**config.mk**
```make
export PLATFORM = sky130hd
export DESIGN_NAME = sequencer_step_player
export DESIGN_NICKNAME = d
export VERILOG_FILES = /design/src/rtl/sequencer_step_player.sv
export SDC_FILE = /design/constraint.sdc
export NUM_CORES = 1
export LEC_CHECK = 0
export CELL_PAD_IN_SITES_DETAIL_PLACEMENT = 0
export CELL_PAD_IN_SITES_GLOBAL_PLACEMENT = 1
export CORE_MARGIN = 2
export CORE_UTILIZATION = 36
export CTS_BUF_LIST = sky130_fd_sc_hd__clkbuf_4 sky130_fd_sc_hd__clkbuf_8 sky130_fd_sc_hd__clkbuf_16
export DETAILED_ROUTE_END_ITERATION = 6
export PLACE_DENSITY = 0.77
export SLEW_MARGIN = 10
export SYNTH_ARGS = -nofsm -noshare
export SYNTH_HDL_FRONTEND = slang
export SYNTH_SLANG_ARGS = --single-unit
```
**constraint.sdc**
```tcl
create_clock -name clk -period 1.2 [get_ports clk]
set_input_delay 0.18 -clock clk [delete_from_list [all_inputs] [get_ports clk]]
set_output_delay 0.18 -clock clk [all_outputs]
set_load 0.01 [all_outputs]
```
**src/rtl/sequencer_step_player.sv**
```systemverilog
// rtl/sequencer_step_player.sv - single-track 8-step pattern player with decaying sustain output
module sequencer_step_player #(
  parameter logic [7:0]  PLAY_ON   = 8'h00,
  parameter int unsigned DECAY_DIV = 1
) (
  input  logic       clk,
  input  logic       n_rst,
  input  logic       toggle,
  input  logic [2:0] beat,
  input  logic       sequencer_on,
  output logic [3:0] note_sustain
);

  // Decay prescaler width; a divide-by-one still keeps a 1-bit counter.
  localparam int unsigned       CW       = (DECAY_DIV > 1) ? $clog2(DECAY_DIV) : 1;
  localparam logic [CW-1:0]     CNT_LAST = CW'(DECAY_DIV - 1);

  logic [7:0]    r_pattern;
  logic          r_toggle_q;
  logic [2:0]    r_beat_q;
  logic          r_on_q;
  logic [CW-1:0] r_cnt;
  logic [3:0]    r_sustain;

  logic w_toggle_rise;
  logic w_step_start;
  logic w_hit;

  assign w_toggle_rise = toggle & ~r_toggle_q;
  // A new beat value, or the first enabled cycle, starts a step.
  assign w_step_start  = sequencer_on & ((beat != r_beat_q) | ~r_on_q);
  // The trigger looks at the pattern before any same-cycle edit lands.
  assign w_hit         = w_step_start & r_pattern[beat];
  assign note_sustain  = r_sustain;

  // Input history and pattern editing; history tracks inputs even while stopped.
  always_ff @(posedge clk) begin
    if (n_rst) begin
      r_pattern  <= PLAY_ON;
      r_toggle_q <= 1'b0;
      r_beat_q   <= 3'd0;
      r_on_q     <= 1'b0;
    end else begin
      r_toggle_q <= toggle;
      r_beat_q   <= beat;
      r_on_q     <= sequencer_on;
      if (w_toggle_rise) begin
        r_pattern[beat] <= ~r_pattern[beat];
      end
    end
  end

  // Sustain envelope: load full on an active step, decay one unit per DECAY_DIV clocks.
  always_ff @(posedge clk) begin
    if (n_rst) begin
      r_sustain <= 4'd0;
      r_cnt     <= '0;
    end else if (!sequencer_on) begin
      r_sustain <= 4'd0;
      r_cnt     <= '0;
    end else if (w_hit) begin
      r_sustain <= 4'd15;
      r_cnt     <= '0;
    end else if (r_sustain != 4'd0) begin
      if (r_cnt == CNT_LAST) begin
        r_sustain <= r_sustain - 4'd1;
        r_cnt     <= '0;
      end else begin
        r_cnt     <= r_cnt + CW'(1);
      end
    end
  end

endmodule

```
# Yosys cells after proc, flatten, opt, wreduce, memory -nomap -nowiden
# Cells that the tools add are included.
dict set report totals {
  reg_bits 18
  input_bits 7
  out_inout_bits 4
  elab_cells 35
}
dict set report op_classes {
  add_sub_neg 2
  n_lt_le_gt_ge 2
  eq_ne 2
  n_mux 9
  bitwise_logic 8
  n_reduce_logical 6
}
# cell n
set ops {}
lappend ops {{2-to-1 mux 4 bit} 3}
lappend ops {{bitwise mux 8 bit} 1}
lappend ops {{< comparator 3 x 4 -> 1 bit (second input constant)} 1}
lappend ops {{inverter 1 bit} 4}
lappend ops {{nonzero test 4 bit} 1}
lappend ops {{subtractor 4 x 1 -> 4 bit (second input constant)} 1}
lappend ops {{AND 1 bit} 3}
lappend ops {{binary-select mux 1 bit (select 3 bit)} 1}
lappend ops {{demux 1 bit (select 3 bit)} 1}
lappend ops {{>= comparator 3 x 1 -> 1 bit (second input constant)} 1}
lappend ops {{2-to-1 mux 1 bit} 3}
lappend ops {{inequality test 3 bit} 1}
lappend ops {{OR reduction 3 bit} 1}
lappend ops {{inequality test 2 x 1 -> 1 bit (second input constant)} 1}
lappend ops {{AND reduction 2 bit} 1}
lappend ops {{nonzero test 2 bit} 1}
lappend ops {{OR reduction 2 bit} 1}
lappend ops {{adder 1 bit (second input constant)} 1}
lappend ops {{logical AND 1 bit} 1}
lappend ops {{OR 1 bit} 1}

# Depth between registers and ports, before layout
dict set report logic_depth {
  depth_word 6
  depth_mapped 6
}

# Worst setup path after synthesis
# OpenSTA, ideal clock, no wires.
dict set report synth_timing {
  path_kind {register to register}
  from {register r_sustain[0] (netlist: note_sustain[0])}
  to {register r_sustain[1] (netlist: note_sustain[1])}
  setup_ns 0.121
  arrival_ns 1.205
  required_ns 1.079
  slack_ns -0.126
  path_stages_with_launch 7
  path_cell_list {dfxtp_1 inv_1 ha_1 nor3b_1 nor2_1 a21oi_1 o21ai_1}
}
dict set report synth_via {
  elab_chain_cells 4
  word_cells_on_any_way 7
}
# element line_no
set synth_rtl {}
lappend synth_rtl {{start: declaration} 23} ;# logic [3:0] r_sustain;
lappend synth_rtl {{start signal: assignment} 66} ;# r_sustain <= r_sustain - 4'd1;
lappend synth_rtl {{subtractor 4 x 1 -> 4 bit} 66}
lappend synth_rtl {{2-to-1 mux 4 bit} 65} ;# if (r_cnt == CNT_LAST) begin
lappend synth_rtl {{2-to-1 mux 4 bit} 64} ;# end else if (r_sustain != 4'd0) begin
lappend synth_rtl {{2-to-1 mux 4 bit} 61} ;# end else if (w_hit) begin
# Parallel ways exist; a longest one is shown, timed or not. The select of a mux whose other input is x is not followed.
# A chain may end at the register's enable or synchronous reset.

# Final worst setup path
dict set report layout_timing {
  from {register r_sustain[1] (netlist: note_sustain[1])}
  to {register r_sustain[3] (netlist: note_sustain[3])}
}
# The elaborated chain is that of the path after synthesis.

==> results_dict.tcl <==
set metrics [dict create \
    status "complete, but fails checks" \
    violations "negative setup slack" \
    hold_viol_final 0 \
    netlist_area_um2 838 \
    cp_max_fo 3 \
    yosys_warnings 0 \
    postSynthCellCount 88 \
    hp-class "in2reg" \
    p_leak_nw 0.490 \
    synth_top_cell_area_share_pct 40.6 \
    yosysTopAreaCell "dfxtp_1" \
    power.density_nw_per_um2 1170 \
    maxCapViolCount 0 \
    hpwl_um 1180 \
    ios 11 \
    row_count 17 \
    core_region_area_um2 2210 \
    fmax_mhz 800 \
    htree_levels 1 \
    arrival_ns 1.46 \
    place_inst 135 \
    grt_pass1_vias 647 \
    cts_buffer_depth 2 \
    wl_per_cell_um 12.2 \
    grt_usage_pct 14.3 \
    use_met1_pct 16.3 \
    whs_ns 0.210 \
    synth_cell_types 28 \
    grt_pass1_wl_um 2820 \
    clkTransAtPathRegs_ns 0.10 \
    ys_top_cells_by_area "dfxtp_1 (41%), mux2i_1 (8.4%), xnor2_1 (7.3%)" \
    grt_use_met3_pct 5.14 \
    worstSetupEndpointType "register" \
    portBuffers 10 \
    areaGrowthSynthToFinish_pct 39.6 \
    cts_root_buf "clkbuf_4" \
    cts_buffers 3 \
    top_usage_layer "met2" \
    worstPathRequired_ns 1.41 \
    antenna_found_initial 0 \
    grt_setup_unrepaired "yes" \
    antenna_cells 0 \
    cts.sinks 17 \
    finalSetupTns_ns -0.0592 \
    via_per_inst 4.63 \
    seq_area_um2 350 \
    gp_congestion 0.699 \
    cts-hold-fix-buffers 0 \
    dieArea_um2 2730 \
    skew_ns 0.00409 \
    fin_crit_sh_pct 104 \
    synth-seq-cells 17 \
    setup_violations 2 \
    grt_overflow 0 \
    fin_ws_ns -0.0493 \
    finalNetCount 124 \
    final_antenna_net_count 0 \
    dr_total_vias 658 \
    synth-seq-area-share_pct 40.6 \
    syn_nets 97 \
    avgSynthCellArea_um2 9.53 \
    drive_gt1_share_pct 36.0 \
    start_util_pct 37.9 \
    first_iter_violations 10 \
    grt_use_met2_pct 25.1 \
    drc_errors 0 \
    cts_tree "yes" \
    critical_path_class "reg2reg" \
    worst_pin_slew_ns 0.261 \
    report.final.slew_viol_count 0 \
    wl_um 1740 \
    period_needed_ns 1.25 \
    maxSlewHeadroom_pct 82.5 \
    fillers 204 \
    first_pass_iters 3 \
    instances_no_fill 142 \
    multi_input_area_um2 520 \
    clk_latency_ns 0.29 \
    irDropWorstVdd_mv 0.659 \
    die_h_um 52.3 \
    dieWidth_um 52.3 \
    start_kind "register" \
    grt_max_degree 13 \
]
==> worst paths after layout <==
check                  start              end  slack [ns]  depth (start not counted)
min reg2reg     r_pattern[0]     r_pattern[0]        0.53                          2
max          note_sustain[1]  note_sustain[3]       -0.05                          5
min                   toggle       r_toggle_q        0.21                          2
max reg2reg  note_sustain[1]  note_sustain[3]       -0.05                          5
==> flip-flops by register name (all words and copies together), names as in the netlist <==
register / count
r_toggle_q: 1
r_on_q: 1
r_beat_q: 3
note_sustain: 4
r_pattern: 8
==> cells by family (layout without fill, tap and decap cells) <==
| logic type | after synthesis | after routing | share of synthesized area, % |
|---|---|---|---|
| xor+xnor | 9 | 9 | 9.40 |
| fa+ha+maj | 2 | 2 | 2.98 |
| mux | 9 | 9 | 12.4 |
| simple gates | 34 | 34 | 24.2 |
| flops | 17 | 17 | 40.6 |
| compound gates | 9 | 9 | 5.67 |
| buf+inv | 8 | 34 | 4.78 |
==> routing by layer <==
| layer | share of wire (%) | wire, um |
|---|---|---|
| met2 | 49 | 846 |
| met3 | 3.9 | 67 |
| met1 | 47 | 812 |
| met4 | 0.69 | 12 |
| met5 | 0 | 0 |
==> cell usage after synthesis, drive strengths merged <==
| library cell | number |
|---|---|
| a21oi | 4 |
| nor2b | 4 |
| or3 | 1 |
| nor3 | 2 |
| nor2 | 11 |
| nand3b | 4 |
| mux2i | 7 |
| mux4 | 1 |
| buf | 4 |
| mux2 | 1 |
| o21ai | 4 |
| xnor2 | 7 |
| nand4 | 2 |
| clkbuf | 1 |
| nand3 | 1 |
| nand2 | 3 |
| dfxtp | 17 |
| xor2 | 2 |
| nor3b | 4 |
| o31ai | 1 |
| nand2b | 2 |
| ha | 2 |
| inv | 3 |
==> repair_timing <==
action,4_1_cts,5_1_grt
resized for setup,13,16
setup endpoints to repair,13,8
pin swaps,2,4
cloned,0,0
setup buffers,0,3
==> layout make-up <==
class / instances / share of cell area, %
repair buffers: 27 / 19.3
well taps: 28 / 2.99
multi-input cells: 63 / 44.5
flip-flops and latches: 17 / 29.9
clock buffers: 3 / 1.93
clock inverters: 1 / 0.428
inverters: 3 / 0.963
==> critical path: stages (launching register included) <==
cell and delay, ns:
dfxtp_2 0.35, buf_4 0.13, or3_4 0.37, nor3_2 0.13, a21oi_2 0.06, o21ai_1 0.14
==> stage by stage <==
stage / area [um2] / utilization (%) / total power, mW / setup WS, ns
3_5_place_dp: 1050 / 47.7 / 1.00 / -0.424
6_report: 1170 / 52.9 / 1.37 / -0.0493
4_1_cts: 1090 / 49.4 / 1.30 / -0.0125
2_1_floorplan: 843 / - / 0.858 / 0.0139
5_1_grt: 1170 / 52.9 / 1.46 / -0.135
3_3_place_gp: 1050 / 47.7 / 0.995 / -0.416
==> where the power goes <==
part | internal [mW] | switching, mW
registers | 0.609 | 0.0385
logic | 0.239 | 0.187
clock network | 0.124 | 0.175
==> layout by cell type (no fill, tap or decap) <==
cell,instances
nand2b_1,1
nor3_2,1
nand4_1,1
nand2b_4,1
nand3b_1,4
o31ai_1,1
a21oi_1,3
dfxtp_4,1
mux2_2,1
nor2b_1,4
clkbuf_4,3
a21oi_2,1
inv_2,2
ha_1,1
inv_1,1
nor3b_4,2
nand2_1,3
clkdlybuf4s50_1,2
dlymetal6s2s_1,1
nand4_4,1
clkinv_2,1
nand3_1,1
nor3_1,1
xnor2_1,7
buf_6,1
o21ai_1,4
nor2_1,11
xor2_1,2
nor3b_2,2
mux4_2,1
buf_4,16
ha_4,1
mux2i_1,7
dfxtp_2,5
or3_4,1
dlygate4sd2_1,7
dfxtp_1,11
No activity file was read; power rests on OpenSTA's default activity.
